## src/rtl/mem_arbiter.sv

```systemverilog
// Shares one single-ported RAM between the instruction-fetch and load/store ports.
// Data accesses win, but a pending fetch is forced after FAIR_LIMIT data grants.
//
//   state  | meaning
//   IDLE   | no RAM transaction; arbitrate between pending requests
//   DSERVE | RAM driven from the data port until ACCESS/ERROR/timeout/drop
//   ISERVE | RAM driven from the fetch port until ACCESS/ERROR/timeout/drop
module mem_arbiter #(
  parameter int FAIR_LIMIT = 4,
  parameter int TIMEOUT    = 64
) (
  input  logic        CLK,
  input  logic        nRST,
  input  logic        iREN,
  input  logic [31:0] iaddr,
  output logic        iwait,
  output logic [31:0] iload,
  input  logic        dREN,
  input  logic        dWEN,
  input  logic [31:0] daddr,
  input  logic [31:0] dstore,
  output logic        dwait,
  output logic [31:0] dload,
  output logic        ramREN,
  output logic        ramWEN,
  output logic [31:0] ramaddr,
  output logic [31:0] ramstore,
  input  logic [31:0] ramload,
  input  logic [1:0]  ramstate,
  output logic        memerr
);

  localparam logic [1:0] IDLE   = 2'd0;
  localparam logic [1:0] DSERVE = 2'd1;
  localparam logic [1:0] ISERVE = 2'd2;

  localparam logic [1:0] RAM_ACCESS = 2'd2;
  localparam logic [1:0] RAM_ERROR  = 2'd3;

  localparam int FW = ($clog2(FAIR_LIMIT + 1) < 3) ? 3 : $clog2(FAIR_LIMIT + 1);
  localparam int TW = ($clog2(TIMEOUT) < 1) ? 1 : $clog2(TIMEOUT);

  localparam logic [FW-1:0] FAIR_MAX = FW'(FAIR_LIMIT);
  localparam logic [TW-1:0] TMO_LAST = TW'(TIMEOUT - 1);
  localparam logic [31:0]   BAD_DATA = 32'hBAD1_BAD1;

  logic [1:0]    state_q, state_d;
  logic [FW-1:0] fair_cnt_q, fair_cnt_d;
  logic [TW-1:0] tmo_cnt_q, tmo_cnt_d;
  logic          memerr_q, memerr_d;

  logic d_req;
  logic fail_now;
  logic err_now;

  assign d_req    = dREN | dWEN;
  assign fail_now = (ramstate == RAM_ERROR) || (tmo_cnt_q == TMO_LAST);
  // The flag is visible in the same cycle the failing transaction is released.
  assign memerr   = memerr_q | err_now;

  always_comb begin
    state_d    = state_q;
    fair_cnt_d = fair_cnt_q;
    tmo_cnt_d  = tmo_cnt_q;
    memerr_d   = memerr_q;
    err_now    = 1'b0;
    ramREN     = 1'b0;
    ramWEN     = 1'b0;
    ramaddr    = 32'h0;
    ramstore   = 32'h0;
    iload      = 32'h0;
    dload      = 32'h0;
    iwait      = iREN;
    dwait      = d_req;

    case (state_q)
      IDLE: begin
        tmo_cnt_d = '0;
        if (!iREN) fair_cnt_d = '0;
        if (d_req && !(iREN && (fair_cnt_q == FAIR_MAX))) state_d = DSERVE;
        else if (iREN)                                     state_d = ISERVE;
      end

      DSERVE: begin
        tmo_cnt_d = tmo_cnt_q + TW'(1);
        if (!d_req) begin
          state_d = IDLE;
        end else begin
          ramaddr  = daddr;
          ramstore = dstore;
          ramWEN   = dWEN;
          ramREN   = dREN & ~dWEN;
          if (ramstate == RAM_ACCESS) begin
            dwait   = 1'b0;
            dload   = ramload;
            state_d = IDLE;
            if (iREN && (fair_cnt_q < FAIR_MAX)) fair_cnt_d = fair_cnt_q + FW'(1);
          end else if (fail_now) begin
            dwait    = 1'b0;
            dload    = BAD_DATA;
            err_now  = 1'b1;
            memerr_d = 1'b1;
            state_d  = IDLE;
          end
        end
      end

      ISERVE: begin
        tmo_cnt_d = tmo_cnt_q + TW'(1);
        if (!iREN) begin
          state_d = IDLE;
        end else begin
          ramaddr = iaddr;
          ramREN  = 1'b1;
          if (ramstate == RAM_ACCESS) begin
            iwait      = 1'b0;
            iload      = ramload;
            fair_cnt_d = '0;
            state_d    = IDLE;
          end else if (fail_now) begin
            iwait    = 1'b0;
            iload    = BAD_DATA;
            err_now  = 1'b1;
            memerr_d = 1'b1;
            state_d  = IDLE;
          end
        end
      end

      default: state_d = IDLE;
    endcase
  end

  always_ff @(posedge CLK or negedge nRST) begin
    if (!nRST) begin
      state_q    <= IDLE;
      fair_cnt_q <= '0;
      tmo_cnt_q  <= '0;
      memerr_q   <= 1'b0;
    end else begin
      state_q    <= state_d;
      fair_cnt_q <= fair_cnt_d;
      tmo_cnt_q  <= tmo_cnt_d;
      memerr_q   <= memerr_d;
    end
  end

endmodule

```

## config.mk

```make
export PLATFORM = sky130hd
export DESIGN_NAME = mem_arbiter
export DESIGN_NICKNAME = d
export VERILOG_FILES = /design/src/rtl/mem_arbiter.sv
export SDC_FILE = /design/constraint.sdc
export NUM_CORES = 1
export LEC_CHECK = 0
export CORE_AREA = 2 2 103 105
export CTS_CLUSTER_SIZE = 20
export DETAILED_ROUTE_END_ITERATION = 8
export DIE_AREA = 0 0 105 107
export PLACE_DENSITY = 0.67
export SLEW_MARGIN = 5
export SYNTH_ARGS = -nofsm -noshare
export SYNTH_HDL_FRONTEND = slang
export SYNTH_SLANG_ARGS = --single-unit
```

## constraint.sdc

```tcl
create_clock -name CLK -period 2.75 [get_ports CLK]
set_clock_uncertainty 0.15 [all_clocks]
set_input_delay 0.55 -clock CLK [delete_from_list [all_inputs] [get_ports CLK]]
set_output_delay 0.55 -clock CLK [all_outputs]
set_load 0.02 [all_outputs]
```

==> flow_summary.html <==
<table>
<tr><th>Metric</th><th>Value</th></tr>
<tr><th colspan="2">Placement</th></tr>
<tr><td>Placed Area</td><td>0.005006 sq mm</td></tr>
<tr><td>Count of input and output buffers</td><td>267</td></tr>
<tr><td>Detailed placer's ending HPWL</td><td>between 10 and 15 mm</td></tr>
<tr><td>Placer Congestion</td><td>0.8314</td></tr>
<tr><td>Worst Setup Slack post-DPL</td><td>-0.4757 ns</td></tr>
<tr><th colspan="2">Floorplanning</th></tr>
<tr><td>I/O pin cnt</td><td>between 200 and 300</td></tr>
<tr><td>Overall die area</td><td>0.01124 sq mm</td></tr>
<tr><td>Horiz. Die Dim</td><td>105 um</td></tr>
<tr><td>Core outline area</td><td>roughly 0.010 sq mm</td></tr>
<tr><td>Initial core utilization</td><td>about a fifth</td></tr>
<tr><td>Vert. Die Dim</td><td>around 110 um</td></tr>
<tr><td>Floorplan row count</td><td>37</td></tr>
<tr><th colspan="2">Power</th></tr>
<tr><td>Fraction of power consumed by the clock network</td><td>7.2%</td></tr>
<tr><td>Proportion of power drawn by combinational gates</td><td>83.8%</td></tr>
<tr><td>Power per Cell Area</td><td>roughly 530 mW/mm^2</td></tr>
<tr><td>IR Drop Worst-Case VDD</td><td>~370 uV</td></tr>
<tr><td>Net switching fraction of the power</td><td>46.56%</td></tr>
<tr><td>Net switching power</td><td>1.248 mW</td></tr>
<tr><td>Reg power frac</td><td>9.0%</td></tr>
<tr><td>Design internal power</td><td>1.433 mW</td></tr>
<tr><td>Static Leak</td><td>2.328 nW</td></tr>
<tr><th colspan="2">Critical path</th></tr>
<tr><td>Peak fanout along the critical path</td><td>18</td></tr>
<tr><td>Arrival time worst endpoint</td><td>~2.0 ns</td></tr>
<tr><td>Cells along the critical path</td><td>clkdlybuf4s50_1, and2_2, buf_12, nand2_4, nor2_1, dlygate4sd2_1</td></tr>
<tr><td>Element type at the critical path start</td><td>input pin</td></tr>
<tr><td>Worst path slowest cell</td><td>clkdlybuf4s50_1</td></tr>
<tr><td>CP Capture Type</td><td>primary output</td></tr>
<tr><td>Data required time at the worst endpoint</td><td>2.05 ns</td></tr>
<tr><td>CP peak stage delay</td><td>roughly 0.47 ns</td></tr>
<tr><td>Worst Path Class, Setup</td><td>in2out</td></tr>
<tr><th colspan="2">Yosys</th></tr>
<tr><td>Number of distinct standard cells referenced by the synthesized netlist</td><td>44</td></tr>
<tr><td>Synthesized instance count</td><td>approximately 300</td></tr>
<tr><td>Post-synthesis net count</td><td>439</td></tr>
<tr><td>Flip-flop cell with the highest count after synthesis</td><td>dfrtp_1</td></tr>
<tr><td>Ys Warns</td><td>0</td></tr>
<tr><td>Cell types occupying the most area after synthesis</td><td>and2_1, dfrtp_1, a22oi_1</td></tr>
<tr><td>Number of register bits inferred by synthesis</td><td>12</td></tr>
<tr><td>EDFF count, synth</td><td>0</td></tr>
<tr><td>Sequential-to-total area share from yosys stat</td><td>14.68%</td></tr>
<tr><td>Post-synthesis cell type with the largest combined area</td><td>and2_1</td></tr>
<tr><td>Proportion of netlist area held by the largest area contributor</td><td>15.60%</td></tr>
<tr><td>Post-synthesis async set-or-reset flop share</td><td>100.0%</td></tr>
<tr><td>Average size of a mapped cell</td><td>6.888 sq um</td></tr>
<tr><td>Netlist area before placement</td><td>0.002046 sq mm</td></tr>
<tr><th colspan="2">Clocking</th></tr>
<tr><td>Hold buffers post-CTS</td><td>0</td></tr>
<tr><td>Clock insertion delay at the later pin of the skew report</td><td>~0.24 ns</td></tr>
<tr><td>Inserted Clock Buffers</td><td>3</td></tr>
<tr><td>TritonCTS Sinks</td><td>12</td></tr>
<tr><td>Clock tree root driver cell</td><td>clkbuf_8</td></tr>
<tr><td>Maximum level of the CTS H-tree</td><td>1</td></tr>
<tr><td>CTS tree</td><td>built</td></tr>
<tr><td>Number of buffers between clock root and the deepest sink</td><td>2</td></tr>
<tr><td>Clock input transition at the sequential cells of the worst setup and hold paths</td><td>0.06 ns</td></tr>
<tr><th colspan="2">Timing</th></tr>
<tr><td>Relative slew slack</td><td>60.27%</td></tr>
<tr><td>Fin. max-slew vios</td><td>0</td></tr>
<tr><td>Portion of the clock cycle consumed by the worst path in the final layout</td><td>98.06%</td></tr>
<tr><td>Shortest period the worst path allows</td><td>2.697 ns</td></tr>
<tr><td>Worst-case setup margin in the final layout</td><td>0.05326 ns</td></tr>
<tr><td>Final hold violation count</td><td>0</td></tr>
<tr><td>Setup repair after global routing missed its margin</td><td>true</td></tr>
<tr><td>Worst slew pin tran</td><td>0.5942 ns</td></tr>
<tr><td>Highest achievable clock rate</td><td>between 0.3 and 0.4 GHz</td></tr>
<tr><td>Final-layout setup total negative slack</td><td>0 ns</td></tr>
<tr><td>Final setup fails</td><td>0</td></tr>
<tr><th colspan="2">Layout</th></tr>
<tr><td>Area of combinational cells with multiple inputs</td><td>0.001628 sq mm</td></tr>
<tr><td>Final cell area excluding filler cells</td><td>0.005041 sq mm</td></tr>
<tr><td>Ratio of cells with drive above 1 in the final layout</td><td>23.04%</td></tr>
<tr><td># fillers</td><td>1021</td></tr>
<tr><td>Layout overhead on the synthesized area</td><td>146.4%</td></tr>
<tr><td>Footprint of the flip-flops and latches</td><td>300.3 sq um</td></tr>
<tr><td>Number of nets in the layout</td><td>~720</td></tr>
<tr><td>Number of diodes</td><td>0</td></tr>
<tr><th colspan="2">Detailed routing</th></tr>
<tr><td>Number of vias in the routed layout</td><td>3180</td></tr>
<tr><td>Violation count after the first detailed-routing iteration</td><td>182</td></tr>
<tr><td>Post-route ant nets</td><td>0</td></tr>
<tr><td>Drt pass-1 iters</td><td>4</td></tr>
<tr><td>Routed WL</td><td>12.29 mm</td></tr>
<tr><td># DRC</td><td>0</td></tr>
<tr><td>Detailed-route vias per instance</td><td>4.485</td></tr>
<tr><td>Post-DR wirelength/cell</td><td>17.34 um</td></tr>
<tr><th colspan="2">Global route</th></tr>
<tr><td>GR Overflow Total</td><td>0</td></tr>
<tr><td>Via count of the first global-routing pass</td><td>3159</td></tr>
<tr><td>First-pass GRT wire length</td><td>17.94 mm</td></tr>
<tr><td>Maximum number of pins on one net before global-route repair</td><td>24</td></tr>
<tr><td>Initial antenna violation count</td><td>0</td></tr>
<tr><td>Total routing resource utilization after global routing</td><td>20.13%</td></tr>
<tr><th colspan="2">Run status</th></tr>
<tr><td>Run status</td><td>completed</td></tr>
<tr><th colspan="2">Worst hold path</th></tr>
<tr><td>Class of the tightest hold or removal check</td><td>reg2reg</td></tr>
<tr><th colspan="2">Flow run</th></tr>
<tr><td>Maximum Capacitance Violations</td><td>0</td></tr>
</table>
-- cell type report --
type                       count  area share [%]
inverter                       7          0.5212
sequential                    12           5.957
timing repair buffer         297           56.76
multi-input combinational    253           32.29
clock buffer                   4           1.092
tap                          136           3.376
-- synthesized netlist by cell type, types with 2 or more instances --
cell type  instances
nor2_1            61
nor2b_1           33
buf_6              2
nor3_1             2
nand2_1           11
dfrtp_1           12
clkbuf_2           4
clkbuf_1           8
o2111ai_1          3
buf_4              6
nand2b_1           4
a22o_1             2
a22oi_1           32
ha_1               7
buf_2              5
and2_1            51
inv_1              7
o21ai_0            4
o21ai_1            2
and3_1            15
o21bai_1           2
a21oi_1            2
-- per-stage QoR --
step,power [mW],hold slack (ns),cells,util [%]
floorplan,1.408,0.1044,297,-
global placement,2.510,0.3084,702,49.60
detailed placement,2.541,0.3221,702,49.60
CTS,2.689,0.3325,709,50.41
global route,2.858,0.3789,709,49.95
finish,2.681,0.3274,709,49.95
-- cells by family after synthesis --
logic type,Yosys count,synth area share (%)
compound gates,58,22.02
xor+xnor,1,0.4282
fa+ha+maj,7,4.281
buf+inv,32,8.257
flops,12,14.68
mux,2,1.040
simple gates,185,49.30
-- power groups by stage --
stage               Clock [mW]  Combinational (mW)  Sequential (mW)
floorplan                    0                1.17            0.238
global placement             0                2.27            0.239
detailed placement           0                2.30            0.243
CTS                      0.197                2.25            0.240
global route             0.209                2.40            0.245
finish                   0.194                2.25            0.240
-- path summary, 6_finish.rpt --
check                                             from                         to  slack [ns]  cells past startpoint
worst max-delay path                              iREN                  iload[25]        0.05                      6
worst min-delay path              memerr_q$_DFFE_PN0P_       memerr_q$_DFFE_PN0P_        0.33                      1
worst max register to register  state_q[0]$_DFFE_PN0P_  fair_cnt_q[1]$_DFFE_PN0P_        0.77                      8
worst min register to register    memerr_q$_DFFE_PN0P_       memerr_q$_DFFE_PN0P_        0.33                      1
max in group asynchronous                         nRST     state_q[1]$_DFFE_PN0P_        1.52                      1
min in group asynchronous                         nRST  fair_cnt_q[2]$_DFFE_PN0P_        0.53                      1
-- worst max-delay path, delay by kind of cell --
family,cells,cell delay [ns]
buffers and inverters,3,0.97
AND/OR/NAND/NOR,3,0.47
-- per-layer routing --
| metal | vias to the layer above | routed length, um | GRT usage, % |
|---|---|---|---|
| met5 | - | 0 | 0 |
| met1 | 1469 | 5000 | 24.83 |
| met2 | 141 | 6218 | 35.90 |
| li1 | 1556 | - | - |
| met3 | 14 | 863 | 4.620 |
| met4 | 0 | 211 | 3.905 |
-- flip-flops by register name, summed over array words and instances (netlist names) --
| register | cells |
|---|---|
| tmo_cnt_q | 6 |
| fair_cnt_q | 3 |
| state_q | 2 |
| memerr_q | 1 |
-- what timing repair did --
action	in CTS	in global routing
gates resized for setup	271	55
setup endpoints to repair	130	69
cloned	1	0
setup buffers	2	0
-- cell usage in the layout, fill, tap and decap left out, drive strengths merged, types with 4 or more instances in the layout --
master         netlist  layout
clkdlybuf4s50        0     132
clkdlybuf4s15        0      64
nor2                62      62
and2                51      51
buf                 13      43
dlygate4sd2          0      36
nor2b               34      34
a22oi               32      32
clkbuf              12      24
and3                15      15
nand2               13      13
dfrtp               12      12
inv                  7       7
ha                   7       7
o21ai                6       6
nand2b               4       4
Note: power is estimated with default switching activity, not from simulation.
